==> config.mk <==
export PLATFORM = sky130hd
export DESIGN_NAME = yuv_framestore_writer
export DESIGN_NICKNAME = d
export VERILOG_FILES = /design/src/rtl/yuv_framestore_writer.sv
export SDC_FILE = /design/constraint.sdc
export NUM_CORES = 1
export LEC_CHECK = 0
export CORE_MARGIN = 4
export CORE_UTILIZATION = 30
export DETAILED_ROUTE_END_ITERATION = 12
export HOLD_SLACK_MARGIN = 0.08
export PLACE_DENSITY = 0.44
export SLEW_MARGIN = 10
export SYNTH_ARGS = -nofsm -noshare
export SYNTH_HDL_FRONTEND = slang
export SYNTH_SLANG_ARGS = --single-unit
==> constraint.sdc <==
create_clock -name clock -period 8.78 [get_ports clock]
set_clock_uncertainty 0.15 [all_clocks]
set_input_delay 1.756 -clock clock [delete_from_list [all_inputs] [get_ports clock]]
set_output_delay 1.756 -clock clock [all_outputs]
set_load 0.005 [all_outputs]
==> src/rtl/yuv_framestore_writer.sv <==
// Packs decoded 4:2:0 pixels into 32-bit framestore words at planar addresses; word FIFO absorbs arbiter stalls.
// Word visible on Framestore_Write_En_O two cycles after its 4th pixel. Input cannot be stalled, so words arriving at a full FIFO are dropped and flagged. Macro FRAMESTORE_WRITER_BYTE_SWAP_EN selects little-endian packing.

module fsw_fifo #(
  parameter int WIDTH = 8,
  parameter int DEPTH = 8
) (
  input  logic                     clock,
  input  logic                     resetn,
  input  logic                     i_push_vld,
  input  logic [WIDTH-1:0]         i_push_dat,
  input  logic                     i_pop_rdy,
  output logic                     o_pop_vld,
  output logic [WIDTH-1:0]         o_pop_dat,
  output logic                     o_full,
  output logic [$clog2(DEPTH):0]   o_count
);
  localparam int AW = $clog2(DEPTH);
  localparam int CW = AW + 1;

  logic [WIDTH-1:0] r_mem [DEPTH];
  logic [AW-1:0]    r_wr_ptr;
  logic [AW-1:0]    r_rd_ptr;
  logic [CW-1:0]    r_count;
  logic             w_pop;
  logic             w_push;

  assign o_pop_vld = (r_count != '0);
  assign o_full    = (r_count == CW'(DEPTH));
  assign o_count   = r_count;
  assign o_pop_dat = r_mem[r_rd_ptr];
  assign w_pop     = i_pop_rdy & o_pop_vld;
  // A pop in the same cycle frees the slot, so a full FIFO still takes the push.
  assign w_push    = i_push_vld & (~o_full | w_pop);

  always_ff @(posedge clock) begin
    if (w_push) r_mem[r_wr_ptr] <= i_push_dat;
  end

  always_ff @(posedge clock or negedge resetn) begin
    if (!resetn) begin
      r_wr_ptr <= '0;
      r_rd_ptr <= '0;
      r_count  <= '0;
    end else begin
      if (w_push) r_wr_ptr <= r_wr_ptr + AW'(1);
      if (w_pop)  r_rd_ptr <= r_rd_ptr + AW'(1);
      r_count <= r_count + CW'(w_push) - CW'(w_pop);
    end
  end
endmodule

module yuv_framestore_writer #(
  parameter int FIFO_DEPTH = 8
) (
  input  logic        clock,
  input  logic        resetn,
  input  logic [7:0]  YUV_Data_I,
  input  logic        YUV_Write_En_I,
  input  logic        YUV_Start_I,
  input  logic [11:0] Image_Horizontal_I,
  input  logic [11:0] Image_Vertical_I,
  output logic [18:0] Framestore_Address_O,
  output logic [31:0] Framestore_Data_O,
  output logic        Framestore_Write_En_O,
  input  logic        Framestore_Busy_I,
  output logic        Framestore_Active_O,
  output logic        Done_Frame_O,
  output logic        Overflow_O
);
  localparam int CW = $clog2(FIFO_DEPTH) + 1;

  typedef enum logic [1:0] {S_IDLE, S_ACTIVE, S_DRAIN} state_t;
  typedef struct packed {
    logic [18:0] addr;
    logic [31:0] data;
  } fs_word_t;

  state_t      r_state, w_next_state;
  logic        r_start_q;
  logic [5:0]  r_wmb;
  logic [4:0]  r_hmb;
  logic [18:0] r_luma_words;
  logic [18:0] r_cr_base;
  logic [2:0]  r_pix, r_row, r_blk;
  logic [5:0]  r_mb_col;
  logic [4:0]  r_mb_row;
  logic [23:0] r_pack;
  logic        r_word_vld;
  fs_word_t    r_word;
  logic        r_overflow;
  logic        r_done;
  logic        r_abort;

  logic        w_start_fall, w_start_rise;
  logic        w_pix_acc, w_word_done, w_last_pix;
  logic        w_done_set, w_drain_empty, w_drop;
  logic [31:0] w_word_dat;
  logic [18:0] w_mb_count;
  logic [18:0] w_luma_line, w_luma_addr;
  logic [18:0] w_chroma_line, w_chroma_base, w_chroma_addr;
  logic [18:0] w_word_addr;
  logic        w_fifo_vld, w_fifo_full;
  logic [CW-1:0] w_fifo_count;
  fs_word_t    w_fifo_head;
  logic        w_unused;

  assign w_unused = ^{Image_Horizontal_I[11:10], Image_Horizontal_I[3:0],
                      Image_Vertical_I[11:9], Image_Vertical_I[3:0]};

  assign w_start_fall = r_start_q & ~YUV_Start_I;
  assign w_start_rise = ~r_start_q & YUV_Start_I;
  assign w_pix_acc    = (r_state == S_ACTIVE) & YUV_Write_En_I & ~w_start_rise;
  assign w_word_done  = w_pix_acc & (r_pix[1:0] == 2'd3);
  assign w_last_pix   = w_pix_acc & (r_pix == 3'd7) & (r_row == 3'd7) & (r_blk == 3'd5) &
                        (r_mb_col == r_wmb - 6'd1) & (r_mb_row == r_hmb - 5'd1);

`ifdef FRAMESTORE_WRITER_BYTE_SWAP_EN
  assign w_word_dat = {YUV_Data_I, r_pack[7:0], r_pack[15:8], r_pack[23:16]};
`else
  assign w_word_dat = {r_pack[23:16], r_pack[15:8], r_pack[7:0], YUV_Data_I};
`endif

  assign w_mb_count = 19'(Image_Horizontal_I[9:4]) * 19'(Image_Vertical_I[8:4]);

  // Luma plane is Wmb*4 words wide; chroma planes Wmb*2 words, stacked after luma.
  assign w_luma_line   = 19'({r_mb_row, 4'b0000}) + 19'({r_blk[1], 3'b000}) + 19'(r_row);
  assign w_luma_addr   = w_luma_line * 19'({r_wmb, 2'b00}) + 19'({r_mb_col, 2'b00}) +
                         19'({r_blk[0], 1'b0}) + 19'(r_pix[2]);
  assign w_chroma_line = 19'({r_mb_row, 3'b000}) + 19'(r_row);
  assign w_chroma_base = r_blk[0] ? r_cr_base : r_luma_words;
  assign w_chroma_addr = w_chroma_base + w_chroma_line * 19'({r_wmb, 1'b0}) +
                         19'({r_mb_col, 1'b0}) + 19'(r_pix[2]);
  assign w_word_addr   = r_blk[2] ? w_chroma_addr : w_luma_addr;

  assign w_drop        = r_word_vld & w_fifo_full & Framestore_Busy_I;
  assign w_drain_empty = ~r_word_vld &
                         ((w_fifo_count == '0) | ((w_fifo_count == CW'(1)) & ~Framestore_Busy_I));

  always_comb begin
    w_next_state = r_state;
    w_done_set   = 1'b0;
    case (r_state)
      S_IDLE:   if (w_start_fall) w_next_state = S_ACTIVE;
      S_ACTIVE: if (w_start_rise || w_last_pix) w_next_state = S_DRAIN;
      S_DRAIN:  if (w_drain_empty) begin
                  w_next_state = S_IDLE;
                  w_done_set   = ~r_abort;
                end
      default:  w_next_state = S_IDLE;
    endcase
  end

  always_ff @(posedge clock or negedge resetn) begin
    if (!resetn) r_state <= S_IDLE;
    else         r_state <= w_next_state;
  end

  always_ff @(posedge clock or negedge resetn) begin
    if (!resetn) begin
      r_start_q    <= 1'b0;
      r_wmb        <= '0;
      r_hmb        <= '0;
      r_luma_words <= '0;
      r_cr_base    <= '0;
      r_overflow   <= 1'b0;
      r_done       <= 1'b0;
      r_abort      <= 1'b0;
      r_word_vld   <= 1'b0;
      r_word       <= '0;
    end else begin
      r_start_q  <= YUV_Start_I;
      r_done     <= w_done_set;
      r_word_vld <= w_word_done;
      if (w_word_done) r_word <= '{addr: w_word_addr, data: w_word_dat};
      if (r_state == S_IDLE) begin
        r_wmb        <= Image_Horizontal_I[9:4];
        r_hmb        <= Image_Vertical_I[8:4];
        r_luma_words <= w_mb_count << 6;
        r_cr_base    <= (w_mb_count << 6) + (w_mb_count << 4);
        if (w_start_fall) begin
          r_overflow <= 1'b0;
          r_abort    <= 1'b0;
        end
      end
      if ((r_state == S_ACTIVE) && w_start_rise) r_abort <= 1'b1;
      if (w_drop) r_overflow <= 1'b1;
    end
  end

  // Position counters and the partial word only live while ACTIVE; leaving it discards them.
  always_ff @(posedge clock or negedge resetn) begin
    if (!resetn) begin
      r_pix    <= '0;
      r_row    <= '0;
      r_blk    <= '0;
      r_mb_col <= '0;
      r_mb_row <= '0;
      r_pack   <= '0;
    end else if (r_state != S_ACTIVE || w_next_state != S_ACTIVE) begin
      r_pix    <= '0;
      r_row    <= '0;
      r_blk    <= '0;
      r_mb_col <= '0;
      r_mb_row <= '0;
      r_pack   <= '0;
    end else if (w_pix_acc) begin
      case (r_pix[1:0])
        2'd0:    r_pack[23:16] <= YUV_Data_I;
        2'd1:    r_pack[15:8]  <= YUV_Data_I;
        2'd2:    r_pack[7:0]   <= YUV_Data_I;
        default: r_pack        <= r_pack;
      endcase
      r_pix <= r_pix + 3'd1;
      if (r_pix == 3'd7) begin
        r_row <= r_row + 3'd1;
        if (r_row == 3'd7) begin
          if (r_blk == 3'd5) begin
            r_blk <= '0;
            if (r_mb_col == r_wmb - 6'd1) begin
              r_mb_col <= '0;
              r_mb_row <= r_mb_row + 5'd1;
            end else begin
              r_mb_col <= r_mb_col + 6'd1;
            end
          end else begin
            r_blk <= r_blk + 3'd1;
          end
        end
      end
    end
  end

  fsw_fifo #(
    .WIDTH ($bits(fs_word_t)),
    .DEPTH (FIFO_DEPTH)
  ) u_word_fifo (
    .clock      (clock),
    .resetn     (resetn),
    .i_push_vld (r_word_vld),
    .i_push_dat (r_word),
    .i_pop_rdy  (~Framestore_Busy_I),
    .o_pop_vld  (w_fifo_vld),
    .o_pop_dat  (w_fifo_head),
    .o_full     (w_fifo_full),
    .o_count    (w_fifo_count)
  );

  assign Framestore_Write_En_O = w_fifo_vld;
  assign Framestore_Address_O  = w_fifo_vld ? w_fifo_head.addr : '0;
  assign Framestore_Data_O     = w_fifo_vld ? w_fifo_head.data : '0;
  assign Framestore_Active_O   = (r_state != S_IDLE);
  assign Done_Frame_O          = r_done;
  assign Overflow_O            = r_overflow;
endmodule

==> summary.md <==
| Metric | Value |
|---|---|
| Status | `finished clean` |
| GPL Wtd Cong | `between 0.7 and 0.8` |
| Clock network fraction of total power | `between 30 and 40%` |
| Count of max-cap constraint violations | `0` |
| Number of fill cells | `between 8000 and 9000` |
| Comb pwr share | `24.0%` |
| Final setup fails | `0` |
| Proportion of synthesized area in mux cells | `between 10% and 20%` |
| Area occupied by registers | `between 15000 and 20000 sq um` |
| Switching Fraction | `a little under a third` |
| Crit path kind | `reg -> reg` |
| Number of placed I/O pins | `92` |
| Total power draw | `7.597 mW` |
| Net switching power | `2.321 mW` |
| First DRT Iteration DRCs | `a little over 900` |
| Routed via count | `approximately 16000` |
| Global-route met3 utilization | `under 10%` |
| Sequential fraction of the synthesis area | `between 50% and 60%` |
| Maximum number of pins on one net before global-route repair | `80` |
| Clock slew seen by the registers of the worst setup and hold paths | `about 0.070 ns` |
| Clock buffer depth | `3` |
| Growth of design area from synthesis to finish | `15.56%` |
| Met1 routing resource usage after global routing | `18.43%` |
| XOR/XNOR share of the synthesized area | `roughly 2.5%` |
| Power Internal | `~5.3 mW` |
| Initial antenna violation count | `0` |
| Syn. warnings | `0` |
| Net count of the mapped netlist | `about 2200` |
| Hold buffers post-CTS | `0` |
| Layout Cells excl Fill | `about 3300` |
| Area of the multi-input gates | `10470 sq um` |
| Root Buffer | `sky130_fd_sc_hd__clkbuf_16` |
| Worst hold path type | `reg -> reg` |
| Via-per-instance ratio | `between 4 and 5` |
| Number of resized instances in the post-cts repair step | `0` |
| GR Layer Usage met2 | `24.67%` |
| Number of distinct standard cells referenced by the synthesized netlist | `75` |
| Kind of end point of the critical path | `flop` |
| Highest clock frequency the design can meet | `approximately 150 MHz` |
| Proportion of register bits with asynchronous set or reset after synthesis | `a little over a quarter` |
| Residual DRC | `0` |
| Crit Path Max Fanout | `14` |
| Fin crit share | `between 70% and 80%` |
| Required time worst endpoint | `slightly above 9 ns` |
| Area of the die | `95410 sq um` |
| Post-synthesis area per instance | `~14 sq um` |
| Vias in the first global route | `16970` |
| Number of placed instances with taps included | `about 3200` |
| Synth Register Bits | `roughly 550` |
| Post-DRT Antenna Nets | `0` |
| Sequential power share | `about two fifths` |
| Hold WS | `between 0.2 and 0.3 ns` |
| Effective utilization at floorplan | `30.22%` |
| Leakage dissipation | `between 10 and 15 nW` |
| Clock period minus worst slack | `6.787 ns` |
| Number of detailed-routing iterations run before antenna repair | `5` |
| Site Rows | `110` |
| Final hold violations | `0` |
| Dominant register cell in the synthesized netlist | `sky130_fd_sc_hd__edfxtp_1` |
| CTS Buf Count | `66` |
| Die height | `between 300 and 400 um` |
| Routing layer with the top usage in global route | `met2` |
| Post-DP HPWL | `slightly above 40 mm` |
| CTS tree | `done` |
| TritonCTS Sinks | `554` |
| Highest-count cells in the layout ignoring fill and taps | `sky130_fd_sc_hd__edfxtp_1, sky130_fd_sc_hd__nand2_1, sky130_fd_sc_hd__dfrtp_1, sky130_fd_sc_hd__inv_1, sky130_fd_sc_hd__ha_1` |
| Number of max-slew violations in the final report | `0` |
| Global route overflow | `0` |
| Total power density per cell area | `about 240 nW/um^2` |
| Most frequent standard cell in the layout excluding fill and tap cells | `sky130_fd_sc_hd__edfxtp_1` |
| Port bufs | `between 70 and 80` |
| # nets final | `between 2000 and 2500` |
| Area of the core | `between 80000 and 90000 sq um` |
| Fraction of final layout cells sized beyond drive strength 1 | `approximately an eighth` |
| Synthesized netlist cell count | `roughly 2000` |
| Routed length per instance | `19.73 um` |
| Post-CTS Setup Repair Bufs | `0` |
| Worst-skew pair later-pin latency | `0.60 ns` |
| Largest family of logic cells by synthesized area | `multiplexers` |
| Synthesized-area fraction occupied by and/or/nand/nor cells | `about a tenth` |
| RSZ-0062 raised after global routing | `no` |
| Number of flops mapped to enable cells by yosys | `just over 400` |
| Area fraction in compound gates after synthesis | `between 4 and 5%` |
| Setup total negative slack | `0 ns` |
| Worst max-slew margin expressed relative to the limit | `between 30% and 40%` |
| CTS H-tree depth | `3` |
| Type of element launching the critical path | `flop` |
| Fraction of the mapped netlist area in adder cells | `9.859%` |
| All-layer global routing usage | `14.02%` |
| Width of the die | `around 310 um` |
| Antenna Cells | `0` |
| End-of-flow core utilization | `34.92%` |
| Worst vdd ir | `around 0.16 mV` |
| Transition time at the pin with the least slew margin | `between 1 and 1.5 ns` |
| Data arrival time at the worst-slack endpoint | `7.16 ns` |
| Wire length of the first global-routing pass | `between 100 and 150 mm` |
| Post-Route WL | `65.31 mm` |
| Netlist area before placement | `27160 sq um` |
==> layout make-up <==
type / count / share of cell area [%]
repair buffers: 101 / 3.042
clock inverters: 23 / 0.7615
flip-flops and latches: 554 / 50.72
clock buffers: 96 / 5.813
well taps: 1176 / 4.688
multi-input cells: 1225 / 33.37
inverters: 135 / 1.615
==> power groups by stage <==
stage	Sequential, mW	Combinational (mW)	Clock (mW)
after detailed placement	3.24	1.87	0
after floorplan	3.01	1.35	0
final	3.18	1.82	2.59
after global placement	3.24	1.86	0
after CTS	3.19	1.88	2.69
after global routing	3.21	2.04	2.79
==> sequential cells by signal (all words and copies together) (netlist names), 2 cells and up <==
| register | flops |
|---|---|
| r_pix | 3 |
| u_word_fifo.r_wr_ptr | 3 |
| r_state | 2 |
| r_mb_col | 6 |
| r_hmb | 5 |
| r_luma_words | 11 |
| r_wmb | 6 |
| r_cr_base | 12 |
| r_word | 51 |
| u_word_fifo.r_mem | 408 |
| r_pack | 24 |
| r_mb_row | 5 |
| r_blk | 3 |
| u_word_fifo.r_rd_ptr | 3 |
| r_row | 3 |
| u_word_fifo.o_count | 4 |
==> cell families after synthesis <==
| family | count (synthesis) |
|---|---|
| compound gates | 215 |
| mux | 179 |
| flops | 554 |
| buf+inv | 222 |
| xor+xnor | 78 |
| fa+ha+maj | 178 |
| simple gates | 575 |
==> path summary, 6_finish.rpt <==
check                      startpoint                 endpoint  slack, ns  depth (start not counted)
hold reg to reg               r_abort             Done_Frame_O       0.30                          1
min in group asynchronous      resetn               r_word[50]       1.09                          1
hold / removal                r_abort             Done_Frame_O       0.30                          1
setup / recovery             r_wmb[2]               r_word[49]       1.99                         23
max in group asynchronous      resetn  u_word_fifo.r_rd_ptr[2]       5.87                          2
setup reg to reg             r_wmb[2]               r_word[49]       1.99                         23
==> per-stage QoR <==
stage	area, sq um	worst slack (ns)
6_report	31380	1.993
5_1_grt	31380	1.550
4_1_cts	31380	1.912
3_5_place_dp	29320	1.511
3_3_place_gp	29320	1.530
2_1_floorplan	27160	2.206
==> cells in the mapped netlist (4+ instances only) <==
cell type                    n  area share, %
sky130_fd_sc_hd__dfrtp_1   146             13
sky130_fd_sc_hd__mux2i_1    61            2.2
sky130_fd_sc_hd__fa_1       60            4.4
sky130_fd_sc_hd__mux2_2     15           0.62
sky130_fd_sc_hd__nor2_1    116            1.6
sky130_fd_sc_hd__xnor2_1    41            1.3
sky130_fd_sc_hd__mux4_2    102            8.5
sky130_fd_sc_hd__edfxtp_1  408             45
sky130_fd_sc_hd__nand2b_1   16           0.37
sky130_fd_sc_hd__o31ai_1     5           0.14
sky130_fd_sc_hd__or3_1       4          0.092
sky130_fd_sc_hd__nor4_1      4          0.092
sky130_fd_sc_hd__nand3_1    40           0.74
sky130_fd_sc_hd__nor2b_1    12           0.28
sky130_fd_sc_hd__nand2_1   282            3.9
sky130_fd_sc_hd__a21oi_1    67            1.2
sky130_fd_sc_hd__o21bai_1    7           0.19
sky130_fd_sc_hd__clkbuf_1   58           0.80
sky130_fd_sc_hd__a21boi_0    4           0.11
sky130_fd_sc_hd__and2_1     53            1.2
sky130_fd_sc_hd__a21o_1     17           0.47
sky130_fd_sc_hd__o21ai_0    51           0.94
sky130_fd_sc_hd__xor2_1     37            1.2
sky130_fd_sc_hd__inv_1     133            1.8
sky130_fd_sc_hd__buf_1      21           0.29
sky130_fd_sc_hd__nand4_1     4          0.092
sky130_fd_sc_hd__buf_2       8           0.15
sky130_fd_sc_hd__a31oi_1     6           0.14
sky130_fd_sc_hd__o21ai_1    11           0.20
sky130_fd_sc_hd__ha_1      118            5.4
sky130_fd_sc_hd__nor3_1     19           0.35
sky130_fd_sc_hd__o21a_1      8           0.22
==> per-layer routing <==
metal	up-vias	part of all wire, %
met4	0	1.9
met3	87	2.8
met5	-	0
met1	8109	45
met2	234	50
li1	7356	-
==> critical path, cell delays in order (launching register included) <==
cell and delay (ns):
sky130_fd_sc_hd__dfrtp_1 0.60, sky130_fd_sc_hd__and2_1 0.27, sky130_fd_sc_hd__fa_1 0.57, sky130_fd_sc_hd__inv_1 0.07, sky130_fd_sc_hd__fa_1 0.51, sky130_fd_sc_hd__fa_1 0.54
sky130_fd_sc_hd__inv_1 0.05, sky130_fd_sc_hd__ha_1 0.33, sky130_fd_sc_hd__a21oi_1 0.25, sky130_fd_sc_hd__o21bai_1 0.11, sky130_fd_sc_hd__a21oi_1 0.24, sky130_fd_sc_hd__o21bai_1 0.13
sky130_fd_sc_hd__a21oi_1 0.20, sky130_fd_sc_hd__xnor2_1 0.14, sky130_fd_sc_hd__ha_1 0.29, sky130_fd_sc_hd__ha_1 0.37, sky130_fd_sc_hd__and2_1 0.20, sky130_fd_sc_hd__nand4_1 0.12
sky130_fd_sc_hd__a2bb2oi_1 0.16, sky130_fd_sc_hd__o211ai_1 0.24, sky130_fd_sc_hd__a31o_2 0.31, sky130_fd_sc_hd__o41ai_1 0.33, sky130_fd_sc_hd__mux2_2 0.39, sky130_fd_sc_hd__a31oi_1 0.16
No activity file was read; power rests on OpenSTA's default activity.
